==> src/rtl/flash_cmd_sequencer.sv <==
// flash_cmd_sequencer: decodes JEDEC-style unlock/command bus writes into program/erase strobes.
// Optional build macro TIMEOUT_EN aborts a partial sequence after TIMEOUT_CYCLES idle clocks.
module flash_cmd_sequencer #(
   parameter int          ADDR_W         = 16,
   parameter int          DATA_W         = 8,
   parameter int unsigned UNLOCK_ADDR1   = 'h5555,
   parameter int unsigned UNLOCK_ADDR2   = 'hAAAA,
   parameter int unsigned TIMEOUT_CYCLES = 255
) (
   input  logic              clk,
   input  logic              reset,
   input  logic              EN,
   input  logic [ADDR_W-1:0] address,
   input  logic [DATA_W-1:0] data,
   output logic              readEnable,
   output logic              writeEnable,
   output logic              eraseEnable,
   output logic              erase_all,
   output logic [ADDR_W-1:0] op_addr,
   output logic [DATA_W-1:0] op_data,
   output logic              busy,
   output logic              seq_error
);

   // state  | meaning
   // IDLE   | read mode, waiting for first unlock (A1,AA)
   // U1     | first unlock seen, expecting (A2,55)
   // U2     | unlocked, expecting command byte at A1
   // PROG   | next write is the program address/data
   // E_U0   | erase setup seen, expecting (A1,AA)
   // E_U1   | expecting (A2,55)
   // E_U2   | expecting chip (A1,10) or sector (any,30) erase
   localparam logic [2:0] S_IDLE = 3'd0;
   localparam logic [2:0] S_U1   = 3'd1;
   localparam logic [2:0] S_U2   = 3'd2;
   localparam logic [2:0] S_PROG = 3'd3;
   localparam logic [2:0] S_E_U0 = 3'd4;
   localparam logic [2:0] S_E_U1 = 3'd5;
   localparam logic [2:0] S_E_U2 = 3'd6;

   localparam logic [ADDR_W-1:0] A1 = ADDR_W'(UNLOCK_ADDR1);
   localparam logic [ADDR_W-1:0] A2 = ADDR_W'(UNLOCK_ADDR2);

   localparam logic [DATA_W-1:0] D_AA = DATA_W'(8'hAA);
   localparam logic [DATA_W-1:0] D_55 = DATA_W'(8'h55);
   localparam logic [DATA_W-1:0] D_00 = DATA_W'(8'h00);
   localparam logic [DATA_W-1:0] D_20 = DATA_W'(8'h20);
   localparam logic [DATA_W-1:0] D_80 = DATA_W'(8'h80);
   localparam logic [DATA_W-1:0] D_10 = DATA_W'(8'h10);
   localparam logic [DATA_W-1:0] D_30 = DATA_W'(8'h30);
   localparam logic [DATA_W-1:0] D_F0 = DATA_W'(8'hF0);

   logic [2:0]        state;
   logic [2:0]        state_nxt;
   logic              wr_nxt;
   logic              er_nxt;
   logic              all_nxt;
   logic              err_nxt;
   logic              mismatch;
   logic [ADDR_W-1:0] addr_nxt;
   logic [DATA_W-1:0] data_nxt;
   logic              is_a1;
   logic              hit_a1_aa;
   logic              hit_a2_55;
   logic              tmo_hit;

   assign is_a1     = (address == A1);
   assign hit_a1_aa = is_a1 && (data == D_AA);
   assign hit_a2_55 = (address == A2) && (data == D_55);

`ifdef TIMEOUT_EN
   localparam int TW = $clog2(TIMEOUT_CYCLES + 1);
   logic [TW-1:0] tmo_cnt;

   // Counter holds the number of idle clocks since the last write of this sequence.
   assign tmo_hit = (state != S_IDLE) && !EN && (tmo_cnt == TW'(TIMEOUT_CYCLES - 1));

   always_ff @(posedge clk or negedge reset) begin
      if (!reset) begin
         tmo_cnt <= '0;
      end else if (EN || (state == S_IDLE) || tmo_hit) begin
         tmo_cnt <= '0;
      end else if (tmo_cnt != TW'(TIMEOUT_CYCLES)) begin
         tmo_cnt <= tmo_cnt + TW'(1);
      end
   end
`else
   assign tmo_hit = 1'b0;
`endif

   always_comb begin
      state_nxt = state;
      wr_nxt    = 1'b0;
      er_nxt    = 1'b0;
      all_nxt   = erase_all;
      err_nxt   = 1'b0;
      mismatch  = 1'b0;
      addr_nxt  = op_addr;
      data_nxt  = op_data;
      if (EN) begin
         // 0xF0 is a soft reset from anywhere and outranks every other decode.
         if (data == D_F0) begin
            state_nxt = S_IDLE;
         end else begin
            case (state)
               S_IDLE: if (hit_a1_aa) state_nxt = S_U1;
               S_U1: begin
                  if (hit_a2_55) state_nxt = S_U2;
                  else           mismatch  = 1'b1;
               end
               S_U2: begin
                  if      (is_a1 && data == D_00) state_nxt = S_IDLE;
                  else if (is_a1 && data == D_20) state_nxt = S_PROG;
                  else if (is_a1 && data == D_80) state_nxt = S_E_U0;
                  else                            mismatch  = 1'b1;
               end
               S_PROG: begin
                  wr_nxt    = 1'b1;
                  addr_nxt  = address;
                  data_nxt  = data;
                  state_nxt = S_IDLE;
               end
               S_E_U0: begin
                  if (hit_a1_aa) state_nxt = S_E_U1;
                  else           mismatch  = 1'b1;
               end
               S_E_U1: begin
                  if (hit_a2_55) state_nxt = S_E_U2;
                  else           mismatch  = 1'b1;
               end
               S_E_U2: begin
                  if (is_a1 && data == D_10) begin
                     er_nxt    = 1'b1;
                     all_nxt   = 1'b1;
                     addr_nxt  = A1;
                     state_nxt = S_IDLE;
                  end else if (data == D_30) begin
                     er_nxt    = 1'b1;
                     all_nxt   = 1'b0;
                     addr_nxt  = address;
                     state_nxt = S_IDLE;
                  end else begin
                     mismatch = 1'b1;
                  end
               end
               default: state_nxt = S_IDLE;
            endcase
            // A stray first-unlock write restarts the sequence instead of being lost.
            if (mismatch) begin
               err_nxt   = 1'b1;
               state_nxt = hit_a1_aa ? S_U1 : S_IDLE;
            end
         end
      end else if (tmo_hit) begin
         err_nxt   = 1'b1;
         state_nxt = S_IDLE;
      end
   end

   always_ff @(posedge clk or negedge reset) begin
      if (!reset) begin
         state       <= S_IDLE;
         readEnable  <= 1'b1;
         busy        <= 1'b0;
         writeEnable <= 1'b0;
         eraseEnable <= 1'b0;
         erase_all   <= 1'b0;
         seq_error   <= 1'b0;
         op_addr     <= '0;
         op_data     <= '0;
      end else begin
         state       <= state_nxt;
         readEnable  <= (state_nxt == S_IDLE);
         busy        <= (state_nxt != S_IDLE);
         writeEnable <= wr_nxt;
         eraseEnable <= er_nxt;
         erase_all   <= all_nxt;
         seq_error   <= err_nxt;
         op_addr     <= addr_nxt;
         op_data     <= data_nxt;
      end
   end

endmodule

==> config.mk <==
export PLATFORM = sky130hd
export DESIGN_NAME = flash_cmd_sequencer
export DESIGN_NICKNAME = d
export VERILOG_FILES = /design/src/rtl/flash_cmd_sequencer.sv
export SDC_FILE = /design/constraint.sdc
export NUM_CORES = 1
export LEC_CHECK = 0
export CORE_MARGIN = 2
export CORE_UTILIZATION = 39
export DETAILED_ROUTE_END_ITERATION = 10
export DONT_BUFFER_PORTS = 1
export PLACE_DENSITY_LB_ADDON = 0.15
export SETUP_SLACK_MARGIN = 0.5
export SLEW_MARGIN = 0
export SYNTH_ARGS = -nofsm -noshare
export SYNTH_HDL_FRONTEND = slang
export SYNTH_SLANG_ARGS = --single-unit
==> constraint.sdc <==
create_clock -name clk -period 3.5 [get_ports clk]
set_input_delay 0.35 -clock clk [delete_from_list [all_inputs] [get_ports clk]]
set_output_delay 0.35 -clock clk [all_outputs]
set_load 0.03 [all_outputs]
==> impl_metrics.toml, run 1 <==
[route]
viasPerCell = 6.09
routedWlPerCell_um = 20.5
wl_mm = 3.84
dr.first_iter.drc_count = 74
firstDrtPassIters = 4
num_vias = 1139
ant_nets = 0
drc = 0

[setup_path]
reg2reg_depth = 4
worst_setup_path_end_kind = "register"
timing.rr.start = "state[1]"
path_max_fanout = 16
critPathArrivalTime_ns = 2.42
r2r_slack_ns = 1.24
cp-start-kind = "register"
timing.rr.end = "op_addr[8]"
worstPathRequired_ns = 3.66
startpoint = "state[1]"
endpoint = "op_addr[8]"
criticalPathCategory = "reg2reg"

[sta]
hold_violations = 0
timing.max_slew.rel_slack = 0.673
fin_tns_setup_ns = 0
slew_violations = 0
worst_pin_slew_ns = 0.487
rsz0062_at_grt = "no"
fin_skew_ns = 0.00808
fin_crit_ns = 2.26
post-route-period-util = 0.646
max_freq_mhz = 442
setup_viol = 0

[finish]
stdcell_count = 187
nets = 161
drive_gt1_frac = 0.341
utilization = 0.440
synthToLayoutAreaGrowth_pct = 9.19
diodes = 0

[synth]
synth_flop_cell = "dfrtp_1"
syn_nets = 157
ys_async_sr_fraction = 1.00
synth_cell_type_count = 53
synth_edf_count = 0
seq_area_frac_synth = 0.471
synth_area_leaders = "dfrtp_1, mux2_2, mux2_4"
synth_top_area_share = 0.456
yosysWarningCount = 0
postSynthAreaPerCell_um2 = 13.5
yosysTopAreaCell = "dfrtp_1"
synth-seq-cells = 33
syn-instance-count = 130
synthesis.area_um2 = 1760

[global_routing]
grtUsageTotal = 0.164
grt_pass1_vias = 1257
antenna_found_initial = 0
globalRouteMet2Util = 0.247
grt_pass1_wl_mm = 6.35
top_usage_layer = "met2"
grt_use_met1 = 0.206
gr-usage-met3 = 0.0826
overflow = 0
grt_max_degree = 34

[clock_tree]
ctsResizeCount = 0
post_cts_buffers = 0
clk_pin_slew_ns = 0.07
h-tree-depth = 2
cts_tree = "built"
clock_latency_ns = 0.28
cts_hold_buf = 2
clockRootBuffer = "clkbuf_8"
cts_made_buffers = 5
cts.sinks = 33
clockBufferDepth = 2

[place]
gp_congestion = 0.858
placed_cells = 177
dp_hpwl_mm = 2.94
place.port_buffers = 0

[die]
dieArea_um2 = 5050
floorplan.initialDensity = 0.403
die_w_um = 71.1
fp.dieH_um = 71.1
coreArea_um2 = 4350
ioPinCount = 57
rows = 24

[pwr]
power.density_nw_per_um2 = 559
peakVddDrop_v = 0.000201
total_leakage_power_nw = 0.782

[flow_run]
drv_cap = 0

[worst_hold_path]
hold_class = "in2reg"

[run_status]
status = "completed"
[per-layer routing]
layer	routed length, um	vias to the layer above
met5	0	-
met4	42	0
met3	419	6
met2	1820	63
met1	1560	564
li1	-	506
[synthesized netlist by cell type, types with 2 or more instances]
library cell	n
a2111oi_4	2
a21o_1	3
a21oi_1	4
buf_6	2
dfrtp_1	32
inv_1	4
mux2_2	14
mux2_4	9
nand2_1	4
nand3_1	3
nand3b_1	2
nand4b_1	2
nor2_1	4
nor4_1	3
nor4bb_1	2
o21ai_0	3
[flip-flops by register name (all words and copies together), names as in the netlist]
signal / flops
busy: 1
eraseEnable: 1
erase_all: 1
op_addr: 16
op_data: 8
readEnable: 1
seq_error: 1
state: 3
writeEnable: 1
[cell families (layout without fill, tap and decap cells)]
logic type,count (synthesis),count (layout),share of synthesized area
muxes,24,24,0.173
AOI/OAI and AO/OA,25,25,0.133
and+or+nand+nor,39,39,0.186
DFF,33,33,0.471
buffers and inverters,9,14,0.0371
[how the worst min path moves through the flow]
stage	start	to	slack, ns	cells after the start
global placement	reset	busy	0.06	0
floorplan	reset	busy	0.05	0
finish	data[5]	erase_all	0.15	1
detailed placement	reset	busy	0.06	0
CTS	data[5]	erase_all	0.15	1
global route	data[5]	erase_all	0.15	1
[worst max-delay path: stages, from the launching register on]
cell and delay (ns):
dfrtp_1 0.47, inv_1 0.15, or4_1 0.79, nand2b_4 0.35, mux2_2 0.37
[layout make-up]
type | instances | area (um2)
Clock buffer | 7 | 86.3
Clock inverter | 1 | 30.0
Fill cell | 412 | 2440
Inverter | 4 | 15.0
Multi-Input combinational cell | 88 | 863
Sequential cell | 33 | 827
Tap cell | 52 | 65.1
Timing Repair Buffer | 2 | 30.0
[stage by stage]
step | cell area, um2 | total power [mW] | setup WS (ns) | hold WS (ns)
2_1_floorplan | 1760 | 0.665 | 1.51 | 0.0544
3_3_place_gp | 1770 | 0.691 | 1.31 | 0.0554
3_5_place_dp | 1770 | 0.697 | 1.23 | 0.0555
4_1_cts | 1920 | 1.08 | 1.23 | 0.145
5_1_grt | 1920 | 1.13 | 1.13 | 0.154
6_report | 1920 | 1.07 | 1.24 | 0.153
[placed cells by master, fill, tap and decap left out, types with 2 or more instances in the layout]
| cell | count |
|---|---|
| a2111oi_4 | 2 |
| a21o_1 | 3 |
| a21oi_1 | 4 |
| clkbuf_8 | 6 |
| dfrtp_1 | 32 |
| inv_1 | 4 |
| mux2_2 | 14 |
| mux2_4 | 9 |
| nand2_1 | 4 |
| nand3_1 | 3 |
| nand3b_1 | 2 |
| nand4b_1 | 2 |
| nor2_1 | 4 |
| nor4_1 | 3 |
| nor4bb_1 | 2 |
| o21ai_0 | 3 |
[power breakdown]
part	total, mW	internal (mW)	switching, mW
Combinational	0.178	0.0842	0.0934
Sequential	0.527	0.425	0.101
Clock	0.368	0.232	0.136
Total	1.07	0.742	0.330
(Power assumes the default switching activity.)
==> run 2: changes to the inputs <==
==> constraint.sdc (replaced) <==
create_clock -name clk -period 2.08 [get_ports clk]
set_input_delay 0.208 -clock clk [delete_from_list [all_inputs] [get_ports clk]]
set_output_delay 0.208 -clock clk [all_outputs]
set_load 0.03 [all_outputs]
==> run 2 against run 1 <==
Critical path depth rose by 2. Flip-flop and latch count did not move. Via count rose by 13%. Global-route usage rose by 1.8 points. First-iteration DRC count rose by 19%. Clock-buffer cell count fell by 2. Total power rose by 68%. Die area did not move. Clock skew fell by 0.0028 ns. Cell count rose by 14%. Largest power group unchanged.
==> impl_metrics.toml, run 2 (synthesized netlist as in run 1, its figures left out) <==
[flow_run]
drv_cap = 0

[sta]
slew_violations = 0
fin_tns_setup_ns = 0
rsz0062_at_grt = "yes"
worst_pin_slew_ns = 0.412
setup_viol = 0
max_freq_mhz = 545
post-route-period-util = 0.882
fin_crit_ns = 1.84
fin_ws_ns = 0.245
whs_ns = 0.00712
timing.max_slew.rel_slack = 0.723
hold_violations = 0
fin_skew_ns = 0.00530

[finish]
diodes = 0
nets = 188
final_cell_mix = "dfrtp_1, mux2_4, buf_4"
largest_reg_flops = 16
stdcell_area_um2 = 2260
regMostFlops = "op_addr"
drive_gt1_frac = 0.568
synthToLayoutAreaGrowth_pct = 28.9
layout_commonest_cell = "dfrtp_1"
top_regs = "op_addr: 16 flops, op_data: 8 flops, state: 3 flops"

[route]
viasPerCell = 6.01
firstDrtPassIters = 4
drc = 0
num_vias = 1286
dr.first_iter.drc_count = 88
ant_nets = 0
wl_mm = 4.51
routedWlPerCell_um = 21.1

[worst_hold_path]
holdPathStages = 1
hold_class = "in2reg"
worstHoldEndpoint = "state[0]"
hp-start = "EN"

[pwr]
peakVddDrop_v = 0.000304
power.density_nw_per_um2 = 795
total_power_mw = 1.80
total_leakage_power_nw = 0.945

[global_routing]
grt_pass1_wl_mm = 7.00
grt_max_degree = 34
grtUsageTotal = 0.181
antenna_found_initial = 0
overflow = 0
grt_pass1_vias = 1297

[setup_path]
r2r_slack_ns = 0.24
crit_slowest_cell = "dfrtp_2"
path_max_fanout = 5
worstPathRequired_ns = 2.25
timing.rr.end = "op_addr[10]"
path_cells = "nand3b_1, nor3_2, o21a_1, nand2b_4, buf_6, mux2_4"
timing.rr.start = "state[0]"
worst_setup_path_end_kind = "register"
reg2reg_depth = 6
slowest_delay_ns = 0.43
critPathArrivalTime_ns = 2.01
criticalPathCategory = "reg2reg"
cp-start-kind = "register"

[die]
coreArea_um2 = 4350
fp.dieH_um = 71.1
rows = 24
die_w_um = 71.1
floorplan.initialDensity = 0.403
ioPinCount = 57
dieArea_um2 = 5050

[clock_tree]
clock_latency_ns = 0.28
cts.sinks = 33
clockBufferDepth = 2
clockRootBuffer = "clkbuf_8"
cts_tree = "built"
h-tree-depth = 2
cts_made_buffers = 5
clk_pin_slew_ns = 0.07

[run_status]
status = "completed"

[place]
post-place-ws_ns = 0.173
dpl_cell_area_um2 = 1810
gp_congestion = 0.945
dp_hpwl_mm = 2.82
place.port_buffers = 0
[run 2: cell types whose count changed in the layout (fill, tap and decap cells not counted), moves of 3 or more]
cell / before / now
buf_4: 0 / 13
buf_6: 0 / 10
dfrtp_1: 32 / 29
dfrtp_2: 0 / 3
mux2_2: 14 / 8
mux2_4: 9 / 16
o21ai_0: 3 / 0
[run 2: area by class of cell]
class,instances,area (um2)
fillers,392,2090
multi-input cells,88,970
flip-flops and latches,33,831
repair buffers,29,295
clock buffers,5,68.8
well taps,52,65.1
clock inverters,3,17.5
inverters,4,15.0
[run 2: how the worst max path moves through the flow]
stage | from | end | slack (ns) | depth (start not counted)
2_1_floorplan | state[0] | op_addr[0] | 0.20 | 7
5_1_grt | state[0] | op_addr[11] | 0.17 | 6
6_report | state[0] | op_addr[10] | 0.24 | 6
4_1_cts | state[0] | op_addr[10] | 0.30 | 6
3_3_place_gp | state[0] | op_addr[4] | 0.17 | 5
3_5_place_dp | state[0] | op_addr[3] | 0.17 | 5
[run 2: critical path, delay by kind of cell, from the launching register on]
kind | cells | cell delay [ns]
AO/OA/AOI/OAI | 1 | 0.18
buffers and inverters | 1 | 0.15
flip-flops | 1 | 0.43
multiplexers | 1 | 0.30
AND/OR/NAND/NOR | 3 | 0.67
[run 2: timing repair]
action / 4_1_cts / 5_1_grt
hold buffers: 3 / 1
setup endpoints to repair: 30 / 31
cloned: 0 / 0
pin swaps: 11 / 5
hold endpoints to repair: 34 / 1
setup buffers: 18 / 4
gates resized for setup: 21 / 15
[run 2: where the power goes]
group,switching (mW),internal [mW]
logic,0.221,0.214
registers,0.171,0.720
clock network,0.242,0.231
total,0.634,1.16
[run 2: routing by layer]
| metal | up-vias | track usage | share of wire |
|---|---|---|---|
| met4 | 0 | 0.0524 | 0.025 |
| met2 | 58 | 0.297 | 0.51 |
| met1 | 654 | 0.222 | 0.39 |
| met5 | - | 0 | 0 |
| li1 | 566 | - | - |
| met3 | 8 | 0.0726 | 0.081 |
[run 2: metrics by stage]
stage,utilization,std cells
after floorplan,-,130
after global placement,0.416,180
after detailed placement,0.416,180
after CTS,0.497,209
after global routing,0.520,214
final,0.520,214
==> run 3: changes to the inputs <==
--- a/config.mk
+++ b/config.mk
@@ -6,7 +6,7 @@
 export NUM_CORES = 1
 export LEC_CHECK = 0
 export CORE_MARGIN = 2
-export CORE_UTILIZATION = 39
+export CORE_UTILIZATION = 55
 export DETAILED_ROUTE_END_ITERATION = 10
 export DONT_BUFFER_PORTS = 1
 export PLACE_DENSITY_LB_ADDON = 0.15
==> constraint.sdc (replaced) <==
create_clock -name clk -period 1.9 [get_ports clk]
set_input_delay 0.19 -clock clk [delete_from_list [all_inputs] [get_ports clk]]
set_output_delay 0.19 -clock clk [all_outputs]
set_load 0.03 [all_outputs]
==> run 3 against run 2 <==
Non-clock buffer count up 14. Wire length down 2.8%. Total power up 16%. Register-to-register slack worse by 0.15 ns. Fmax up 1.6%. Hold slack better by 0.018 ns. Clock power up 16%. Critical path type unchanged. Largest cell class unchanged. Largest power group unchanged. Highest routed layer unchanged.
==> impl_metrics.toml, run 3 (synthesized netlist as in run 1, its figures left out) <==
[finish]
multi_input_area_um2 = 975
drive_gt1_frac = 0.435
regMostFlops = "op_addr"
diodes = 0
utilization = 0.775
stdcell_area_um2 = 2370
largest_reg_flops = 16
stdcell_count = 221
final_cell_mix = "dfrtp_1, dlygate4sd3_1, mux2_4"
synthToLayoutAreaGrowth_pct = 34.9
register_area_um2 = 830
layout_commonest_cell = "dfrtp_1"
top_regs = "op_addr: 16 flops, op_data: 8 flops, state: 3 flops"
fill_cells = 207
nets = 203

[worst_hold_path]
hp-start = "EN"
worstHoldEndpoint = "seq_error"
hold_class = "in2reg"
holdPathStages = 2

[place]
dpl_cell_area_um2 = 1810
gp_congestion = 0.810
dp_hpwl_mm = 2.63
place.port_buffers = 0
placed_cells = 174
post-place-ws_ns = 0.00686

[die]
floorplan.initialDensity = 0.575
dieArea_um2 = 3660
rows = 20
fp.dieH_um = 60.5
die_w_um = 60.5
ioPinCount = 57
coreArea_um2 = 3050

[global_routing]
antenna_found_initial = 0
grt_pass1_wl_mm = 6.98
top_usage_layer = "met2"
grtUsageTotal = 0.261
overflow = 0
globalRouteMet2Util = 0.425
grt_pass1_vias = 1488
grt_use_met1 = 0.322
grt_max_degree = 34
gr-usage-met3 = 0.0853

[setup_path]
criticalPathCategory = "reg2reg"
path_max_fanout = 8
path_cells = "nand3b_1, nor3_2, o21a_1, nand2b_4, mux2_4"
critPathArrivalTime_ns = 2.03
path_delay_family = "simple AND/OR/NAND/NOR gates"
crit_buf_inv = 0
timing.rr.start = "state[0]"
startpoint = "state[0]"
worstPathRequired_ns = 2.13
timing.rr.end = "op_addr[4]"
cp-start-kind = "register"
reg2reg_depth = 5
slowest_delay_ns = 0.44
r2r_slack_ns = 0.09
crit_slowest_cell = "dfrtp_2"
worst_setup_path_end_kind = "register"

[sta]
hold_violations = 0
worst_pin_slew_ns = 0.472
fin_tns_setup_ns = 0
max_freq_mhz = 554
slew_violations = 0
post-route-period-util = 0.951
fin_crit_ns = 1.81
fin_skew_ns = 0.00784
setup_viol = 0
fin_ws_ns = 0.0937
rsz0062_at_grt = "yes"
timing.max_slew.rel_slack = 0.681
whs_ns = 0.0248

[run_status]
status = "completed"

[route]
drc = 0
routedWlPerCell_um = 19.8
viasPerCell = 5.98
dr.first_iter.drc_count = 61
wl_mm = 4.38
ant_nets = 0
num_vias = 1322
firstDrtPassIters = 5

[pwr]
total_power_mw = 2.08
total_leakage_power_nw = 0.996
peakVddDrop_v = 0.000494
power.density_nw_per_um2 = 878

[clock_tree]
clockBufferDepth = 2
h-tree-depth = 2
clk_pin_slew_ns = 0.10
clock_latency_ns = 0.33
cts_made_buffers = 5
cts_tree = "built"
clockRootBuffer = "clkbuf_4"
cts.sinks = 33

[flow_run]
drv_cap = 0
-- run 3: cell types whose count changed in the layout (fill, tap and decap cells not counted), moves of 4 or more --
cell / before / now
clkbuf_4: 0 / 5
buf_6: 10 / 2
dlygate4sd3_1: 3 / 26
clkbuf_8: 5 / 1
-- run 3: repair_timing --
action / 4_1_cts / 5_1_grt
gates resized for setup: 18 / 5
setup buffers: 8 / 3
endpoints found under the hold margin: 61 / 0
pin swaps: 10 / 3
endpoints found under the setup margin: 31 / 32
hold buffers: 27 / 0
gates cloned: 1 / 0
-- run 3: layout make-up --
type / instances / share of cell area
Multi-Input combinational cell: 89 / 0.412
Timing Repair Buffer: 43 / 0.172
Sequential cell: 33 / 0.350
Inverter: 4 / 0.00634
Clock buffer: 7 / 0.0233
Tap cell: 44 / 0.0233
Clock inverter: 1 / 0.0127
-- run 3: worst max path at each step --
stage	to	slack, ns	depth (start not counted)
after global placement	op_addr[8]	0.05	4
after CTS	op_addr[0]	0.20	5
after floorplan	op_addr[0]	0.02	7
after global routing	op_addr[4]	0.006	5
after detailed placement	op_addr[3]	0.007	4
final	op_addr[4]	0.09	5
-- run 3: layer usage --
layer  wire length, um  vias to the layer above
met2              2270                       63
met3               276                       11
met4                78                        0
li1                  -                      590
met5                 0                        -
met1              1760                      658
-- run 3: worst register-to-register path, delay by kind of cell (launching register included) --
kind            cells  cell delay, ns
flops               1            0.44
mux                 1            0.32
simple gates        3            0.71
compound gates      1            0.23
-- run 3: power by group --
group / switching, mW / internal, mW
registers: 0.183 / 0.785
clock network: 0.232 / 0.314
logic: 0.263 / 0.301
==> patch (config.mk and constraints of run 3) <==
Put one more register stage on the output `op_addr`, cleared by the reset. The value now appears one clock later. The other outputs are not delayed to match.
--- a/src/rtl/flash_cmd_sequencer.sv
+++ b/src/rtl/flash_cmd_sequencer.sv
@@ -50,6 +50,8 @@
    localparam logic [DATA_W-1:0] D_30 = DATA_W'(8'h30);
    localparam logic [DATA_W-1:0] D_F0 = DATA_W'(8'hF0);
 
+   logic [ADDR_W-1:0] op_addr_s0;
+
    logic [2:0]        state;
    logic [2:0]        state_nxt;
    logic              wr_nxt;
@@ -95,7 +97,7 @@
       all_nxt   = erase_all;
       err_nxt   = 1'b0;
       mismatch  = 1'b0;
-      addr_nxt  = op_addr;
+      addr_nxt  = op_addr_s0;
       data_nxt  = op_data;
       if (EN) begin
          // 0xF0 is a soft reset from anywhere and outranks every other decode.
@@ -166,7 +168,7 @@
          eraseEnable <= 1'b0;
          erase_all   <= 1'b0;
          seq_error   <= 1'b0;
-         op_addr     <= '0;
+         op_addr_s0  <= '0;
          op_data     <= '0;
       end else begin
          state       <= state_nxt;
@@ -176,8 +178,16 @@
          eraseEnable <= er_nxt;
          erase_all   <= all_nxt;
          seq_error   <= err_nxt;
-         op_addr     <= addr_nxt;
+         op_addr_s0  <= addr_nxt;
          op_data     <= data_nxt;
+      end
+   end
+
+   always_ff @(posedge clk or negedge reset) begin
+      if (!reset) begin
+         op_addr <= '0;
+      end else begin
+         op_addr <= op_addr_s0;
       end
    end
 
Check against the original RTL: not equivalent (Yosys sat finds a counterexample within 10 cycles, from zero or initial values and one cycle with reset low).
==> patch against run 3 <==
Critical path depth is 1 higher. Wire length grew 0.84%. Final area increased by 6.6%. Maximum frequency increased by 5.7%. Area after synthesis grew 19%. Sequential cell count grew 16. Sequential share of layout area is 14 points higher. First-iteration DRC count grew 69%. Worst setup slack better by 0.098 ns. Non-clock buffer count decreased by 24.
Power is not compared: it rests on default switching activity, and its combinational part moved more than twofold at a synthesized area within 25%.
==> patch: results <==
outcome:
  outcome: "complete, no violations"
drt:
  drt-total-wl_um: 4420
  drt_pass1_iterations: 4
  vias_per_cell: 6.23
  drtIter0Drc: 103
synthesis:
  syn_nets: 177
  synthDistinctLibCells: 42
  seq_area_frac_synth_pct: 58.8
  synth.area.top_cells: "dfrtp_1 58%, mux2_2 7.6%, mux2_4 7.2%, nor4bb_1 1.9%, and4bb_2 1.8%"
  synthTopCellsByCount: "48 x dfrtp_1, 14 x mux2_2, 10 x mux2_4, 8 x nor2_1"
grt:
  grt_pass1_wl_um: 7070
  grt_usage_pct: 22.0
  grt_pass1_vias: 1442
  grt_start_max_net_pins: 50
finish:
  reg.largest.list: "op_addr (16), op_addr_s0 (16), op_data (8)"
  stdcell_count: 222
placed_design:
  dp.final_hpwl_um: 2940
  postPlaceCellArea_sq_um: 2170
  dp_slack_ns: -0.00474
  gp_congestion: 0.871
  port-buffer-count: 0
critical_path:
  crit_arrival_ns: 1.91
  cp_max_fo: 7
timing:
  relSlewSlack_pct: 66.3
clocking:
  cts-root-buf: "clkbuf_8"
-- patch: cell count changes in the layout (fill, tap and decap cells not counted), moves of 4 or more --
cell and delta:
clkbuf_4 -5, buf_4 -5, dfrtp_1 +17, nor2_1 +5, mux2_4 -6, clkbuf_8 +4
mux2_2 +6, dlygate4sd3_1 -24
-- patch: final timing paths --
kind                       depth (start not counted)  slack, ns             end            from
setup / recovery                                   6       0.19  op_addr_s0[11]        state[2]
hold / removal                                     1       0.01  op_addr_s0[14]     address[14]
setup reg to reg                                   6       0.19  op_addr_s0[11]        state[2]
hold reg to reg                                    0       0.38     op_addr[15]  op_addr_s0[15]
max in group asynchronous                          2       1.26      readEnable           reset
min in group asynchronous                          2       0.37     op_addr[12]           reset
-- patch: cell families after synthesis --
logic type             after synthesis  synth area share (%)
buffers and inverters                9                  2.16
flip-flops                          49                  58.8
AND/OR/NAND/NOR                     48                  16.1
multiplexers                        25                  15.8
AO/OA/AOI/OAI                       19                  7.02
-- patch: final cells by class --
| cell class | count | area [sq um] |
|---|---|---|
| inverter | 6 | 28.8 |
| clock buffer | 5 | 68.8 |
| multi-input combinational | 92 | 900 |
| clock inverter | 3 | 25.0 |
| timing repair buffer | 19 | 211 |
| tap | 48 | 60.1 |
| fill | 250 | 1140 |
| sequential | 49 | 1230 |
-- patch: metal layers --
layer | track usage (%) | vias up | wire length [um]
met5 | 0 | - | 0
met4 | 7.55 | 0 | 80
met3 | 9.93 | 9 | 413
met2 | 33.5 | 73 | 2120
met1 | 27.9 | 690 | 1810
li1 | - | 612 | -
-- patch: power by group through the flow --
| stage | clock [mW] | combinational (mW) | sequential (mW) |
|---|---|---|---|
| floorplan | 0 | 0.0253 | 1.06 |
| global route | 0.682 | 0.0697 | 1.04 |
| detailed placement | 0 | 0.0308 | 1.06 |
| finish | 0.626 | 0.0620 | 1.04 |
| global placement | 0 | 0.0310 | 1.06 |
| CTS | 0.638 | 0.0612 | 1.04 |
-- patch: worst max-delay path: stages (launching register included) --
cell,delay (ns)
dfrtp_1,0.41
nand4_1,0.16
or2_4,0.29
mux2i_4,0.17
nand3_4,0.12
buf_12,0.16
mux2_4,0.29
-- patch: what timing repair did --
action,4_1_cts,5_1_grt
endpoints found under the hold margin,50,0
hold buffers,3,0
setup buffers,5,7
gates resized for setup,6,18
pin swaps,3,7
setup endpoints to repair,29,31
